File: config.mk
export PLATFORM = sky130hd
export DESIGN_NAME = pdu_uart_rx_sampler
export DESIGN_NICKNAME = d
export VERILOG_FILES = /design/src/rtl/pdu_uart_pkg.sv /design/src/rtl/pdu_uart_sync.sv /design/src/rtl/pdu_uart_rx_sampler.sv
export SDC_FILE = /design/constraint.sdc
export NUM_CORES = 1
export LEC_CHECK = 0
export CAP_MARGIN = 20
export CELL_PAD_IN_SITES_DETAIL_PLACEMENT = 1
export CELL_PAD_IN_SITES_GLOBAL_PLACEMENT = 2
export CORE_UTILIZATION = 42
export CTS_BUF_LIST = sky130_fd_sc_hd__clkbuf_4
export CTS_CLUSTER_SIZE = 8
export DETAILED_ROUTE_END_ITERATION = 16
export MAX_ROUTING_LAYER = met4
export PLACE_DENSITY = 0.83
export SKIP_CTS_REPAIR_TIMING = 1
export SLEW_MARGIN = 20
export SYNTH_ARGS = -nofsm -noshare
export SYNTH_HDL_FRONTEND = slang
export SYNTH_SLANG_ARGS = --single-unit
File: constraint.sdc
create_clock -name sys_clk -period 6 [get_ports sys_clk]
set_input_delay 1.2 -clock sys_clk [delete_from_list [all_inputs] [get_ports sys_clk]]
set_output_delay 1.2 -clock sys_clk [all_outputs]
set_load 0.02 [all_outputs]
File: src/rtl/pdu_uart_pkg.sv
// rtl/pdu_uart_pkg.sv - shared types and constants for the PDU UART receive path
package pdu_uart_pkg;

  localparam int UART_DATA_BITS       = 8;
  localparam int DEFAULT_CLKS_PER_BIT = 868;

  typedef enum logic [2:0] {
    IDLE,
    START,
    DATA,
    STOP,
    BREAK
  } rx_state_t;

  // Two-out-of-three vote used for mid-bit noise rejection
  function automatic logic maj3(input logic a, input logic b, input logic c);
    return (a & b) | (a & c) | (b & c);
  endfunction

endpackage

File: src/rtl/pdu_uart_sync.sv
// rtl/pdu_uart_sync.sv - flop-chain synchroniser for asynchronous PDU pin inputs
module pdu_uart_sync #(
  parameter int STAGES = 2
) (
  input  logic sys_clk,
  input  logic sys_rst,
  input  logic d,
  output logic q
);

  logic [STAGES-1:0] chain;

  // Shift the pin through the chain; resets to 1 so an idle-high line looks idle
  always_ff @(posedge sys_clk or negedge sys_rst) begin
    if (!sys_rst) begin
      chain <= '1;
    end else begin
      chain <= {chain[STAGES-2:0], d};
    end
  end

  assign q = chain[STAGES-1];

endmodule

File: src/rtl/pdu_uart_rx_sampler.sv
// rtl/pdu_uart_rx_sampler.sv - 8N1 receiver with majority-vote sampling and a one-entry holding register
module pdu_uart_rx_sampler
  import pdu_uart_pkg::*;
#(
  parameter int CLKS_PER_BIT = DEFAULT_CLKS_PER_BIT,
  parameter int SYNC_STAGES  = 2
) (
  input  logic                      sys_clk,
  input  logic                      sys_rst,
  input  logic                      uart_rxd,
  output logic [UART_DATA_BITS-1:0] out_data,
  output logic                      out_valid,
  input  logic                      out_ready,
  output logic                      frame_err,
  output logic                      overrun,
  input  logic                      overrun_clr,
  output logic                      busy
);

  localparam int CW = $clog2(CLKS_PER_BIT);
  localparam int IW = $clog2(UART_DATA_BITS);
  localparam int H  = CLKS_PER_BIT / 2;

  localparam logic [CW-1:0] CNT_S0   = CW'(H - 1);
  localparam logic [CW-1:0] CNT_S1   = CW'(H);
  localparam logic [CW-1:0] CNT_DEC  = CW'(H + 1);
  localparam logic [CW-1:0] CNT_LAST = CW'(CLKS_PER_BIT - 1);
  localparam logic [IW-1:0] IDX_LAST = IW'(UART_DATA_BITS - 1);

  rx_state_t                 state;
  logic [CW-1:0]             cnt;
  logic [IW-1:0]             idx;
  logic [UART_DATA_BITS-1:0] shift;
  logic                      rxd_s;
  logic                      samp0;
  logic                      samp1;
  logic                      maj;
  logic                      at_dec;
  logic                      at_last;
  logic                      stop_ok;

  pdu_uart_sync #(
    .STAGES (SYNC_STAGES)
  ) u_sync (
    .sys_clk (sys_clk),
    .sys_rst (sys_rst),
    .d       (uart_rxd),
    .q       (rxd_s)
  );

  // Third vote is the live sample taken in the decision cycle
  assign maj     = maj3(samp0, samp1, rxd_s);
  assign at_dec  = (cnt == CNT_DEC);
  assign at_last = (cnt == CNT_LAST);
  assign stop_ok = (state == STOP) && at_dec && maj;
  assign busy    = (state != IDLE);

  // Capture the two early votes of the mid-bit window
  always_ff @(posedge sys_clk or negedge sys_rst) begin
    if (!sys_rst) begin
      samp0 <= 1'b1;
      samp1 <= 1'b1;
    end else begin
      if (cnt == CNT_S0) samp0 <= rxd_s;
      if (cnt == CNT_S1) samp1 <= rxd_s;
    end
  end

  // Frame state machine: start validation, LSB-first shifting, stop check, break hold-off
  always_ff @(posedge sys_clk or negedge sys_rst) begin
    if (!sys_rst) begin
      state     <= IDLE;
      cnt       <= '0;
      idx       <= '0;
      shift     <= '0;
      frame_err <= 1'b0;
    end else begin
      frame_err <= 1'b0;
      cnt       <= at_last ? '0 : cnt + 1'b1;
      case (state)
        IDLE: begin
          cnt <= '0;
          if (!rxd_s) state <= START;
        end
        START: begin
          if (at_dec && maj) begin
            state <= IDLE;
            cnt   <= '0;
          end else if (at_last) begin
            state <= DATA;
            idx   <= '0;
          end
        end
        DATA: begin
          if (at_dec) shift[idx] <= maj;
          if (at_last) begin
            if (idx == IDX_LAST) state <= STOP;
            else                 idx   <= idx + 1'b1;
          end
        end
        STOP: begin
          if (at_dec) begin
            cnt <= '0;
            if (maj) begin
              state <= IDLE;
            end else begin
              frame_err <= 1'b1;
              state     <= BREAK;
            end
          end
        end
        BREAK: begin
          cnt <= '0;
          if (rxd_s) state <= IDLE;
        end
        default: begin
          state <= IDLE;
          cnt   <= '0;
        end
      endcase
    end
  end

  // Holding register: load on a good stop unless full and stalled, which drops the byte and flags overrun
  always_ff @(posedge sys_clk or negedge sys_rst) begin
    if (!sys_rst) begin
      out_data  <= '0;
      out_valid <= 1'b0;
      overrun   <= 1'b0;
    end else begin
      if (stop_ok && (!out_valid || out_ready)) begin
        out_data  <= shift;
        out_valid <= 1'b1;
      end else if (out_valid && out_ready) begin
        out_valid <= 1'b0;
      end
      if (stop_ok && out_valid && !out_ready) overrun <= 1'b1;
      else if (overrun_clr)                   overrun <= 1'b0;
    end
  end

endmodule
# == Yosys cells after proc, flatten, opt, wreduce, memory -nomap -nowiden ==
# Cells that the tools add are included.
# totals
mem_bits_rw,0
regBits,39
latch_bits,0
in_bits,5
mem_bits_ro,0
wordCells,85
mem_count,0
output_inout_bits,12
# op_classes
n_reduce_logical,19
n_addsub,2
eq_ne,18
magnitude_cmp,2
shift,0
multipliers,0
div,0
muxes,28
bitwise_logic,5
# ops
operator,n
$mux 3,12
$eq 10x9->1 const B,3
$mux 10,3
$pmux 10 s3,1
$pmux 3 s5,1
$ne 2x2->1 const B,7
$add 10x1->10 const B,1
$eq 10x10->1 const B,1
$bwmux 8,1
$logic_and 1x1->1,8
$mux 1,8
$eq 3x2->1 const B,2
$eq 3x3->1 const B,2
$pmux 3 s2,1
$reduce_and 6->1,1
$reduce_bool 2->1,3
$reduce_and 5->1,1
$lt 3x4->1 const B,1
$add 3x1->3 const B,1
$and 1x1->1,3
$demux 1 s3,1
$eq 3x1->1 const B,1
$ge 3x1->1 const B,1
$logic_not 3->1,1
7 further kinds,9

# == Longest topological paths before layout ==
# Gate-level depths: netlist (run 1).
# logic_depth
ltp_word,7
mapped_depth,7

# == Cells and area by module ==
# A second synthesis (run 1) with hierarchy kept.
# unflattened
hier_cells,171
area_unflattened_um2,1956.9
# by_module_without_submodules
module,seq_area_each_um2,area_per_inst_um2,instances,cells_per_inst
pdu_uart_rx_sampler,928.4,1904.3,1,169
pdu_uart_sync,52.6,52.6,1,2

# == Worst setup path before layout (run 1) ==
# Ideal clock, no wire load.
# synth_timing
path_kind,register to output
start,reg state[1]
end,out busy
path_stages_with_launch,3
arrival_ps,995
n_path_buf,1
t_required_ps,4800
path_slack_ps,3805
path_cell_list,dfrtp_1 -> clkbuf_1 -> or3_1
# synth_via
elab_chain_cells,1
# synth_lines
element,line,source
from (decl),pdu_uart_rx_sampler.sv:30,rx_state_t state;
from (signal assigned),pdu_uart_rx_sampler.sv:72,state <= IDLE;
from (signal assigned),pdu_uart_rx_sampler.sv:83,if (!rxd_s) state <= START;
from (signal assigned),pdu_uart_rx_sampler.sv:87,state <= IDLE;
$reduce_bool 3->1,pdu_uart_rx_sampler.sv:56,assign busy = (state != IDLE);
to (decl),pdu_uart_rx_sampler.sv:17,output logic busy
# Every way passes these cells.

# == Final worst setup path (run 1) ==
# Same ends and word-level chain as after synthesis.

==> flow_metrics.py, run 1 <==
metrics = {
    "outcome": {
        "status": "finished, final reports clean",
    },
    "worst_setup_path": {
        "cp_max_fo": 11,
        "cpPeakStageDelay_ps": 540,
        "cp-end-kind": "primary output",
        "r2r_end": "out_data[2]$_DFFE_PN0P_",
        "critical_path_class": "flop to primary output",
        "reg2regPathDepth": 6,
        "cp_cell_sequence": "or3_1 > clkdlybuf4s50_1",
        "cp.required_ps": 4800,
        "r2r_slack_ps": 3380,
        "cp-start-kind": "flop",
        "slowest_stage": "clkdlybuf4s50_1",
        "cp_data_arrival_time_ps": 1780,
        "r2r-start": "cnt[0]$_DFF_PN0_",
    },
    "placed_design": {
        "place_congestion": 0.8688,
        "dp_hpwl_um": 2701,
        "port_buffers": 16,
        "place_ws_ps": 3073,
    },
    "route": {
        "drc": 0,
        "wl_per_cell_um": 15.76,
        "routed_wl_um": 3783,
        "drtPass1Iterations": 4,
        "vias": 1295,
        "initialDrtViolationCount": 67,
        "postRouteAntennaNets": 0,
        "routed_via_density": 5.396,
    },
    "power_and_ir_drop": {
        "power.density_nw_per_um2": 205.2,
        "peakVddDrop_uv": 132.5,
        "power_mw": 0.4444,
        "p_leak_nw": 0.9660,
    },
    "layout": {
        "final_cell_mix": "dfrtp_1, mux2_2, nor2_1",
        "fill_cells": 486,
        "fin_nets": 197,
        "antenna_cells": 0,
        "final_common_cell": "dfrtp_1",
        "drive_gt1_frac": 0.2074,
        "area_growth_pct": 13.43,
    },
    "floorplan": {
        "start_util": 0.4385,
        "coreArea_um2": 4354,
        "die_h_um": 69.43,
        "dieWidth_um": 69.43,
        "die_area_um2": 4820,
        "num_rows": 24,
        "io_pins": 17,
    },
    "logic_synthesis": {
        "synthCells": 171,
        "ys_types": 44,
        "ys_seq_area_frac": 0.5138,
        "synth_edf_count": 0,
        "synth-main-ff-cell": "dfrtp_1",
        "syn_area_per_cell_um2": 11.17,
        "ys_ff_latch": 39,
        "synthesis.area_um2": 1909,
        "syn-num-nets": 181,
        "synth_async_sr_flop_share": 1.000,
        "ys_warn_count": 0,
    },
    "cts": {
        "clk_path_buf_depth": 2,
        "htree_num_levels": 2,
        "clkLatencyLatePin_ps": 350,
        "clkSlewWorstSetupHoldPaths_ps": 110,
        "cts-root-buf": "clkbuf_4",
        "numCtsBuffers": 5,
        "clkSinkCount": 39,
        "cts_tree": "done",
    },
    "sta": {
        "period_minus_slack_ps": 2975,
        "rsz0062_at_grt": "no",
        "worst_slack_ps": 3025,
        "post-route-period-util": 0.4959,
        "tightest_slew_ps": 860.9,
        "finalHoldViolations": 0,
        "slew_headroom": 0.4261,
        "max_freq_mhz": 336.1,
        "slew_viol_final": 0,
        "setup_viol": 0,
        "tns_ps": 0,
        "clock_skew_ps": 8.666,
    },
    "job": {
        "maxCapViolations": 0,
    },
    "worst_hold_path": {
        "min_to": "u_sync.chain[1]$_DFF_PN1_",
        "whs_path_depth": 0,
        "hold_class": "flop to flop",
        "worstHoldStart": "u_sync.chain[0]$_DFF_PN1_",
    },
    "global_route": {
        "grtUsageTotal": 0.1833,
        "grt_max_degree": 40,
        "grt_pass1_wl_um": 6817,
        "first_global_vias": 1398,
        "antenna_found_initial": 0,
        "grt-ovfl-total": 0,
    },
}
layout make-up:
class | instances | area [um^2] | share of cell area
clock buffers | 5 | 37.54 | 0.01733
well taps | 52 | 65.06 | 0.03004
flip-flops and latches | 39 | 980.9 | 0.4529
inverters | 8 | 30.03 | 0.01386
multi-input cells | 117 | 858.3 | 0.3963
repair buffers | 16 | 155.1 | 0.07163
clock inverters | 3 | 38.79 | 0.01791
registers in the layout, summed over array words and instances (netlist names):
signal	cells
out_valid	1
cnt	10
overrun	1
shift	8
out_data	8
idx	3
samp0	1
state	3
u_sync.chain	2
frame_err	1
samp1	1
Yosys cell counts (all sizes together) (3+ instances only):
library cell | count | share of area
nand4 | 3 | 0.0098
a31oi | 3 | 0.0098
mux2 | 19 | 0.11
ha | 5 | 0.033
inv | 8 | 0.016
xnor2 | 6 | 0.028
nor3 | 6 | 0.016
dfstp | 4 | 0.055
buf | 4 | 0.015
nand2 | 10 | 0.020
nor3b | 3 | 0.023
xor2 | 4 | 0.018
or3 | 4 | 0.016
nand3 | 9 | 0.026
nor2 | 18 | 0.035
clkbuf | 3 | 0.0059
dfrtp | 35 | 0.46
worst max-delay path by stage:
stage	from	end	depth (start not counted)
6_report	state[1]$_DFFE_PN0P_	busy	2
5_1_grt	state[1]$_DFFE_PN0P_	busy	2
4_1_cts	state[1]$_DFFE_PN0P_	busy	2
3_5_place_dp	out_ready	out_data[1]$_DFFE_PN0P_	4
3_3_place_gp	out_ready	out_data[2]$_DFFE_PN0P_	4
2_1_floorplan	state[1]$_DFFE_PN0P_	busy	2
layer usage:
layer	up-vias	wire [um]	track usage
met4	0	47	0.04762
met5	-	0	-
met3	5	95	0.04506
met2	15	1812	0.2880
li1	629	-	-
met1	646	1827	0.2384
critical path, delay by kind of cell (launching register included):
kind / cells / cell delay [ps]
buffers and inverters: 1 / 540
AND/OR/NAND/NOR: 1 / 390
flip-flops: 1 / 510
power by group:
group          internal, mW  total (mW)  switching, mW
clock network        0.0857       0.172         0.0867
registers             0.264       0.265       0.000543
logic               0.00216     0.00734        0.00518
total                 0.352       0.444         0.0924
metrics by stage:
stage          cells    util  hold WS [ps]  cell area [um^2]
2_1_floorplan    171       -         345.2              1909
3_3_place_gp     232  0.4799         347.1              2090
3_5_place_dp     232  0.4799         350.7              2090
4_1_cts          240  0.4974         367.3              2166
5_1_grt          240  0.4974         374.5              2166
6_report         240  0.4974         364.4              2166
kinds of logic (layout without fill, tap and decap cells):
family / Yosys count / in the layout / synth area share
DFF: 39 / 39 / 0.5138
xor gates and xnor gates: 10 / 10 / 0.04587
muxes: 19 / 19 / 0.1121
AOI/OAI and AO/OA: 17 / 17 / 0.06423
buffers and inverters: 15 / 32 / 0.03670
adders and majority gates: 6 / 6 / 0.03801
and+or+nand+nor: 65 / 65 / 0.1894
(Power assumes the default switching activity.)
==> run 2: changes to the inputs <==
- CORE_UTILIZATION: 42 -> 39
- PLACE_DENSITY: 0.83 -> 0.77
- clock period: 6 -> 2.9 ns (I/O delays scaled with it)
==> run 2 against run 1 <==
Flip-flop and latch count stayed put. Critical path depth stayed put. Worst hold slack worse by 29 ps. Total power is 130% higher. Core utilization is 2.7 points lower. Final area is 2.5% higher. Die area is 7.5% higher. Wire length is 4.7% higher. Count of clock-buffer cells in the layout is 1 higher. Cell count is 6.7% higher. First-iteration DRC count is 31% lower. Worst setup slack worse by 2500 ps. Largest cell class unchanged. Highest routed layer unchanged.
==> flow_metrics.py, run 2 (synthesis results as in run 1) <==
metrics = {
    "outcome": {
        "status": "finished, final reports clean",
    },
    "sta": {
        "slew_headroom": 0.4182,
        "hold_slack_ps": 335.2,
        "tns_ps": 0,
        "post-route-period-util": 0.8182,
        "worst_slack_ps": 527.2,
        "finalHoldViolations": 0,
        "tightest_slew_ps": 872.7,
        "setup_viol": 0,
        "clock_skew_ps": 14.12,
        "max_freq_mhz": 421.5,
        "slew_viol_final": 0,
        "period_minus_slack_ps": 2373,
        "rsz0062_at_grt": "no",
    },
    "global_route": {
        "grtUsageTotal": 0.1816,
        "grtUsageMet2": 0.2904,
        "grt_max_degree": 40,
        "first_global_vias": 1400,
        "gr-usage-met3": 0.04167,
        "antenna_found_initial": 0,
        "grt_use_met1": 0.2299,
        "grt.busiest_layer": "met2",
        "grt-ovfl-total": 0,
        "grt_pass1_wl_um": 7017,
    },
    "layout": {
        "final_common_cell": "dfrtp_1",
        "reg_top3": "cnt x10, out_data x8, shift x8",
        "area_growth_pct": 16.32,
        "antenna_cells": 0,
        "final_cell_mix": "dfrtp_1, mux2_2, nor2_1",
        "fin_nets": 198,
        "largest_reg_flops": 10,
        "regMostFlops": "cnt",
        "drive_gt1_frac": 0.2169,
        "final_area_um2": 2221,
    },
    "power_and_ir_drop": {
        "intPower_mw": 0.8293,
        "p_leak_nw": 0.9847,
        "power_mw": 1.026,
        "comb_power_share": 0.015,
        "peakVddDrop_uv": 165.1,
        "power.density_nw_per_um2": 461.9,
        "p_sw_frac": 0.1915,
        "p_switching_mw": 0.1964,
        "p_clk_frac": 0.451,
        "sequentialPowerShare": 0.534,
    },
    "route": {
        "wl_per_cell_um": 15.48,
        "drc": 0,
        "initialDrtViolationCount": 46,
        "postRouteAntennaNets": 0,
        "routed_via_density": 5.203,
        "routed_wl_um": 3962,
        "vias": 1332,
        "drtPass1Iterations": 4,
    },
    "floorplan": {
        "dieWidth_um": 71.97,
        "coreArea_um2": 4723,
        "start_util": 0.4042,
        "die_area_um2": 5180,
        "io_pins": 17,
        "die_h_um": 71.97,
        "num_rows": 25,
    },
    "cts": {
        "clk_path_buf_depth": 2,
        "clkSlewWorstSetupHoldPaths_ps": 130,
        "clkLatencyLatePin_ps": 350,
        "cts-root-buf": "clkbuf_4",
        "clkSinkCount": 39,
        "numCtsBuffers": 5,
        "htree_num_levels": 2,
        "cts_tree": "done",
    },
    "worst_setup_path": {
        "cp_max_fo": 11,
        "cp_data_arrival_time_ps": 1790,
        "cp.required_ps": 2320,
        "cp-end-kind": "primary output",
        "cp-start-kind": "flop",
        "critical_path_class": "flop to primary output",
    },
    "placed_design": {
        "port_buffers": 16,
        "place_congestion": 0.8913,
        "placed_cell_area_um2": 2116,
        "place_ws_ps": 620.7,
        "dp_hpwl_um": 2813,
    },
    "worst_hold_path": {
        "hold_class": "primary input to async pin",
    },
    "job": {
        "maxCapViolations": 0,
    },
}
==> run 2: power by group through the flow <==
stage / Clock, mW / Combinational [mW] / Sequential (mW)
global route: 0.496 / 0.0180 / 0.548
floorplan: 0 / 0.000673 / 0.558
detailed placement: 0 / 0.0166 / 0.558
finish: 0.463 / 0.0154 / 0.547
CTS: 0.476 / 0.0165 / 0.548
global placement: 0 / 0.0158 / 0.558
==> run 2: path summary, 6_finish.rpt <==
path | from | end | slack [ps] | cells past startpoint
max in group asynchronous | sys_rst | shift[4]$_DFFE_PN0P_ | 2010 | 1
min reg2reg | u_sync.chain[0]$_DFF_PN1_ | u_sync.chain[1]$_DFF_PN1_ | 370 | 0
max | state[1]$_DFFE_PN0P_ | busy | 530 | 2
max reg2reg | cnt[0]$_DFF_PN0_ | out_data[1]$_DFFE_PN0P_ | 600 | 7
min | sys_rst | frame_err$_DFF_PN0_ | 340 | 1
min in group sys_clk | u_sync.chain[0]$_DFF_PN1_ | u_sync.chain[1]$_DFF_PN1_ | 370 | 0
==> run 2: cell type report <==
class                   instances  area (um^2)
flip-flops and latches         39        980.9
repair buffers                 17        162.7
fillers                       525         2502
clock buffers                   6        45.04
inverters                       8        30.03
multi-input cells             117        858.3
clock inverters                 2        60.06
well taps                      67        83.83
==> run 2: metrics by stage <==
stage	cells	utilization
after floorplan	171	-
after global placement	248	0.4479
after detailed placement	248	0.4479
after CTS	256	0.4702
after global routing	256	0.4702
final	256	0.4702
==> run 2: worst max-delay path, stage by stage, from the launching register on <==
cell and delay, ps:
dfrtp_1 530, or3_1 390, clkdlybuf4s50_1 540
==> run 2: routing by layer <==
| layer | vias up | part of all wire |
|---|---|---|
| li1 | 629 | - |
| met1 | 681 | 0.48 |
| met2 | 16 | 0.48 |
| met3 | 6 | 0.023 |
| met4 | 0 | 0.015 |
| met5 | - | 0 |
